`config.mk`:
```
export PLATFORM = sky130hd
export DESIGN_NAME = kvs_vs_regex_result_joiner
export DESIGN_NICKNAME = d
export VERILOG_FILES = /design/src/rtl/kvs_vs_regex_result_joiner_pkg.sv /design/src/rtl/kvs_vs_meta_fifo.sv /design/src/rtl/kvs_vs_regex_result_joiner.sv
export SDC_FILE = /design/constraint.sdc
export NUM_CORES = 2
export LEC_CHECK = 0
export BUFFER_PORTS_ARGS = -buffer_cell sky130_fd_sc_hd__buf_4
export CAP_MARGIN = 25
export CORE_MARGIN = 3
export CORE_UTILIZATION = 65
export DETAILED_ROUTE_END_ITERATION = 8
export GPL_TIMING_DRIVEN = 0
export HOLD_SLACK_MARGIN = 0.15
export MAX_ROUTING_LAYER = met4
export PLACE_DENSITY = 0.94
export SLEW_MARGIN = 20
export SYNTH_ARGS = -nofsm -noshare
export SYNTH_HDL_FRONTEND = slang
export SYNTH_SLANG_ARGS = --single-unit
```
`constraint.sdc`:
```
create_clock -name clk -period 7.5 [get_ports clk]
set_input_delay 1.5 -clock clk [delete_from_list [all_inputs] [get_ports clk]]
set_output_delay 1.5 -clock clk [all_outputs]
set_load 0.005 [all_outputs]
```
`src/rtl/kvs_vs_regex_result_joiner_pkg.sv`:
```
// Shared types and helpers for the regex result joiner: default widths, output record, saturation step.
package kvs_vs_regex_result_joiner_pkg;

  localparam int META_WIDTH_DEF     = 64;
  localparam int FIFO_ADDR_BITS_DEF = 5;
  localparam int STAT_WIDTH_DEF     = 32;

  // Joined record at the default metadata width; the top re-declares it at its parameterised width.
  typedef struct packed {
    logic [META_WIDTH_DEF-1:0] meta;
    logic                      match;
  } join_rec_t;

  // Increment amount for a saturating counter: nothing once the counter is all-ones.
  function automatic logic sat_step(input logic inc, input logic at_max);
    return inc && !at_max;
  endfunction

endpackage

```
`src/rtl/kvs_vs_meta_fifo.sv`:
```
// Synchronous metadata FIFO: head word feeds the joiner's output register, count-derived full/empty.
// A push into a full FIFO is refused even when a pop happens in the same cycle.
module kvs_vs_meta_fifo #(
  parameter int WIDTH     = 64,
  parameter int ADDR_BITS = 5
) (
  input  logic                 clk,
  input  logic                 rst,
  input  logic                 i_push,
  input  logic [WIDTH-1:0]     i_push_dat,
  output logic                 o_push_rdy,
  input  logic                 i_pop,
  output logic [WIDTH-1:0]     o_head_dat,
  output logic [ADDR_BITS:0]   o_count
);

  localparam int DEPTH = 1 << ADDR_BITS;

  logic [WIDTH-1:0]     r_mem [DEPTH];
  logic [ADDR_BITS-1:0] r_wr_ptr;
  logic [ADDR_BITS-1:0] r_rd_ptr;
  logic [ADDR_BITS:0]   r_count;
  logic                 w_full;
  logic                 w_empty;
  logic                 w_do_push;
  logic                 w_do_pop;

  assign w_full     = (r_count == (ADDR_BITS+1)'(DEPTH));
  assign w_empty    = (r_count == '0);
  assign w_do_push  = i_push && !w_full;
  assign w_do_pop   = i_pop && !w_empty;
  assign o_push_rdy = !w_full;
  assign o_count    = r_count;
  // Head is read from the array; a word written this cycle only becomes visible once count says so.
  assign o_head_dat = r_mem[r_rd_ptr];

  always_ff @(posedge clk) begin
    if (w_do_push) begin
      r_mem[r_wr_ptr] <= i_push_dat;
    end
  end

  always_ff @(posedge clk) begin
    if (rst) begin
      r_wr_ptr <= '0;
      r_rd_ptr <= '0;
      r_count  <= '0;
    end else begin
      if (w_do_push) r_wr_ptr <= r_wr_ptr + 1'b1;
      if (w_do_pop)  r_rd_ptr <= r_rd_ptr + 1'b1;
      case ({w_do_push, w_do_pop})
        2'b10:   r_count <= r_count + 1'b1;
        2'b01:   r_count <= r_count - 1'b1;
        default: r_count <= r_count;
      endcase
    end
  end

endmodule

```
`src/rtl/kvs_vs_regex_result_joiner.sv`:
```
// Re-joins in-order regex match decisions with the metadata captured at dispatch, one join per cycle.
// Output register is held while stalled; non-matching records may be dropped; saturating statistics.
module kvs_vs_regex_result_joiner
  import kvs_vs_regex_result_joiner_pkg::*;
#(
  parameter int META_WIDTH     = META_WIDTH_DEF,
  parameter int FIFO_ADDR_BITS = FIFO_ADDR_BITS_DEF,
  parameter int STAT_WIDTH     = STAT_WIDTH_DEF
) (
  input  logic                    clk,
  input  logic                    rst,
  input  logic [META_WIDTH-1:0]   meta_data,
  input  logic                    meta_valid,
  output logic                    meta_ready,
  input  logic                    dec_match,
  input  logic                    dec_valid,
  output logic                    dec_ready,
  input  logic                    cfg_drop_nonmatch,
  output logic [META_WIDTH-1:0]   out_data,
  output logic                    out_match,
  output logic                    out_valid,
  input  logic                    out_ready,
  output logic [STAT_WIDTH-1:0]   stat_total,
  output logic [STAT_WIDTH-1:0]   stat_matched,
  output logic [FIFO_ADDR_BITS:0] fifo_count
);

  typedef struct packed {
    logic [META_WIDTH-1:0] meta;
    logic                  match;
  } out_rec_t;

  out_rec_t              r_out;
  logic                  r_out_vld;
  logic [STAT_WIDTH-1:0] r_total;
  logic [STAT_WIDTH-1:0] r_matched;

  logic [META_WIDTH-1:0] w_head;
  logic                  w_free;
  logic                  w_join;
  logic                  w_keep;

  kvs_vs_meta_fifo #(
    .WIDTH     (META_WIDTH),
    .ADDR_BITS (FIFO_ADDR_BITS)
  ) u_meta_fifo (
    .clk        (clk),
    .rst        (rst),
    .i_push     (meta_valid),
    .i_push_dat (meta_data),
    .o_push_rdy (meta_ready),
    .i_pop      (w_join),
    .o_head_dat (w_head),
    .o_count    (fifo_count)
  );

  assign w_free    = !r_out_vld || out_ready;
  assign dec_ready = (fifo_count != '0) && w_free;
  assign w_join    = dec_valid && dec_ready;
  assign w_keep    = dec_match || !cfg_drop_nonmatch;

  always_ff @(posedge clk) begin
    if (rst) begin
      r_out     <= '0;
      r_out_vld <= 1'b0;
      r_total   <= '0;
      r_matched <= '0;
    end else begin
      if (w_join && w_keep) begin
        r_out     <= '{meta: w_head, match: dec_match};
        r_out_vld <= 1'b1;
      end else if (w_free) begin
        // Either the held record was taken or a dropped join left the slot empty.
        r_out_vld <= 1'b0;
      end
      // Dropped records still count; both counters stick at all-ones.
      r_total   <= r_total + STAT_WIDTH'(sat_step(w_join, &r_total));
      r_matched <= r_matched + STAT_WIDTH'(sat_step(w_join && dec_match, &r_matched));
    end
  end

  assign out_data     = r_out.meta;
  assign out_match    = r_out.match;
  assign out_valid    = r_out_vld;
  assign stat_total   = r_total;
  assign stat_matched = r_matched;

endmodule

```
==> run metrics <==
status finished, final reports clean; Longest Clk Path Bufs 3; Reg2Reg Setup Slack 2.77 ns; Worst Skew 0.0512 ns; Comb power frac 0.167; max-cap viol count 0; sequential share of power 0.466; switching share of total power 0.281; Final min period 4.73 ns; Die Y roughly 360 um; r2r startpoint u_meta_fifo.r_rd_ptr[1]$_SDFFE_PP0P_; CTS Hold Bufs 0; synth warn 0; CP Cell Sequence buf_4, nor2b_1, clkbuf_1, clkbuf_1, clkbuf_1, a22oi_1, a21oi_1, a22o_1; Net Switching 8.38 mW; met1 usage 0.537; maximum VDD drop roughly 0.00028 V; worst slew pin tran roughly 1.3 ns; Mean Syn Cell Area between 20 and 25 um^2; Die W 364 um; met2 Use GR 0.665; WP buf/inv 4; IO Pins 209; WS Path Type register to register; CTS buffer count 203; Initial Util 0.659; simple-gate portion of the synthesized area 0.0188; die area 132000 um^2; ratio of cells with drive above 1 in the final layout 0.276; DP Wirelength between 150000 and 200000 um; final-report hold violation count 0; clk slew on worst S/H paths 0.07 ns; pwr/cell area roughly 310 nW/um^2; Worst R2R End out_data[34]$_SDFFE_PP0P_; H-tree Lvls 4; CP Max Fanout 11; initial antenna violation count 27; cell area after synthesis 83100 um^2; fraction of the mapped netlist area in compound gates 0.0398; WL/cell 48.1 um; Seq/Total Area, Yosys 0.775; mux contribution to synthesized area 0.144; CTS root buf clkbuf_16; via count between 50000 and 60000; syn_nets 3972; LEAKAGE 30.3 nW; top cell family by delay on the critical path buffers and inverters; hold_sp out_data[32]$_SDFFE_PP0P_; WL final approximately 300000 um; r2r worst-path depth 8; Setup TNS 0 ns; Slowest-stage cell, CP clkbuf_1; Finished Core Util 0.764; largest net degree at the start of global routing 33; Resized cells post-CTS 0; GR Overflow Total 0; post-synthesis cell count ~3900; Synth area leaders edfxtp_1 74%, mux4_2 12%, dfxtp_1 3.5%, mux2i_1 2.2%, a22o_1 0.91%; Via density 8.40; GRT met3 Usage 0.203; RD Place Congestion 0.857; Critical Path Max Stage Delay about 0.96 ns; P_int 21.5 mW; commonest cells after routing, fill and taps aside 2048 x edfxtp_1, 447 x mux4_2, 242 x buf_4; gr usage total 0.474; Synth cell types 61; Worst Hold Class register to register; area share of fa/ha/maj cells after synthesis 0.00235; row cnt 130; Slew HR 0.158; nets@finish 4500; antenna-violating nets left 0; busiest grt layer met2; EDFF count, synth 2048; CORE AREA 126000 um^2; unrepaired setup endpoints after global routing false; Residual DRC 0; most frequent CP cell clkbuf_1; clock power share 0.367; Layout area overhead 16.0%; Crit path required time 8.32 ns; Hold Path Depth 1; Hold EP out_data[32]$_SDFFE_PP0P_; Post-CTS Setup Inserts 0; leading area contributor after synthesis edfxtp_1; first-pass GRT wire length 410000 um; TritonCTS clock tree done; IO Port Bufs 207; number of global-route vias before repair approximately 50000; DRT Pass-1 Iters 9; Clk Latency, worst-skew pair just over 0.9 ns; XOR/XNOR share of the synthesized area 0.00579; # fillers 5654; commonest non-fill, non-tap cell in the layout edfxtp_1; Setup Viol. Count Final 0; Crit. End Element register; largest family of logic cells by synthesized area multiplexers; post-synth top area share 0.740; #FFs+latches synth 2194; WP data arrival roughly 5.6 ns; clock tree sinks ~2200; Most used DFF post-synth edfxtp_1; Post-synth ARST share 0; Max Transition Viols Final 0; period utilization 0.630; initial DRC count 12200; highest clock rate 212 MHz; CP startpoint kind register
-- sequential cells by signal, indices dropped and copies added, names as in the netlist --
register / flops
out_data: 64
out_match: 1
out_valid: 1
stat_matched: 32
stat_total: 32
u_meta_fifo.o_count: 6
u_meta_fifo.r_mem: 2048
u_meta_fifo.r_rd_ptr: 5
u_meta_fifo.r_wr_ptr: 5
-- layer usage --
layer	wire length, um	vias to the layer above	share of wire
met4	34800	0	0.12
met3	53900	2430	0.18
met1	83100	25000	0.27
met2	130000	7809	0.43
li1	-	17500	-
met5	0	-	0
-- metrics by stage --
step | worst slack, ns | total power [mW] | instances | instance area [um^2] | hold slack (ns)
3_3_place_gp | -1.43 | 18.2 | 5743 | 86700 | 0.463
2_1_floorplan | 2.25 | 16.7 | 3886 | 83100 | 0.466
3_5_place_dp | 2.85 | 18.6 | 5854 | 89500 | 0.471
6_report | 2.77 | 29.9 | 6281 | 96400 | 0.483
5_1_grt | 3.08 | 30.1 | 6273 | 96400 | 0.499
4_1_cts | 3.28 | 29.4 | 6235 | 96200 | 0.486
-- worst max-delay path by stage --
stage | start | to | slack, ns | cells past startpoint
final | u_meta_fifo.r_rd_ptr[1]$_SDFFE_PP0P_ | out_data[34]$_SDFFE_PP0P_ | 2.77 | 8
after CTS | u_meta_fifo.o_count[0]$_SDFFE_PP0P_ | u_meta_fifo.r_mem[10][47]$_DFFE_PP_ | 3.28 | 9
after global placement | meta_valid | u_meta_fifo.r_mem[5][46]$_DFFE_PP_ | -1.43 | 5
after detailed placement | meta_valid | u_meta_fifo.r_mem[10][16]$_DFFE_PP_ | 2.85 | 8
after floorplan | meta_valid | u_meta_fifo.r_mem[20][0]$_DFFE_PP_ | 2.25 | 4
after global routing | u_meta_fifo.o_count[0]$_SDFFE_PP0P_ | u_meta_fifo.r_mem[10][47]$_DFFE_PP_ | 3.08 | 9
-- worst register-to-register path: stages, from the launching register on --
cell and delay, ns:
dfxtp_1 0.36, buf_4 0.26, nor2b_1 0.22, clkbuf_1 0.68
clkbuf_1 0.94, clkbuf_1 0.96, a22oi_1 0.37, a21oi_1 0.63
a22o_1 0.24
-- cell families (layout without fill, tap and decap cells) --
| kind of cell | Yosys count | count (layout) |
|---|---|---|
| AO/OA/AOI/OAI | 453 | 453 |
| XOR/XNOR | 55 | 55 |
| adder cells (fa/ha/maj) | 15 | 15 |
| buffers and inverters | 234 | 938 |
| flip-flops | 2194 | 2194 |
| multiplexers | 633 | 633 |
| other | 0 | 41 |
| AND/OR/NAND/NOR | 302 | 302 |
-- synth_stat cells, drive strengths merged (2+ instances only) --
cell / count
a2111oi: 22
a211oi: 32
a21o: 2
a21oi: 86
a22o: 86
a22oi: 22
and2: 2
and3: 8
and4: 8
buf: 127
clkbuf: 90
dfxtp: 146
edfxtp: 2048
ha: 14
inv: 17
mux2i: 185
mux4: 447
nand2: 41
nand2b: 5
nand3: 29
nand3b: 4
nand4: 20
nor2: 108
nor2b: 16
nor3: 11
nor4: 19
nor4b: 3
o21ai: 32
o221ai: 38
o22ai: 118
o31a: 2
o31ai: 8
or2: 3
or3: 9
or3b: 2
or4: 11
xnor2: 23
xor2: 32
-- power by group through the flow --
stage	Clock [mW]	Sequential [mW]	Combinational (mW)
floorplan	0	14.1	2.62
global placement	0	14.1	4.02
detailed placement	0	14.1	4.45
CTS	10.8	13.9	4.70
global route	11.2	13.9	4.98
finish	11.0	13.9	5.00
-- final cells by class --
type | count | area (um^2) | share of cell area
sequential | 2194 | 64400 | 0.668
multi-input combinational | 1458 | 17700 | 0.184
clock buffer | 260 | 5490 | 0.0569
timing repair buffer | 323 | 4110 | 0.0426
tap | 1650 | 2060 | 0.0214
clock inverter | 121 | 1240 | 0.0129
buffer | 217 | 1170 | 0.0121
antenna | 41 | 103 | 0.00106
inverter | 17 | 63.8 | 0.000662
Power figures use the tool's default switching activity.
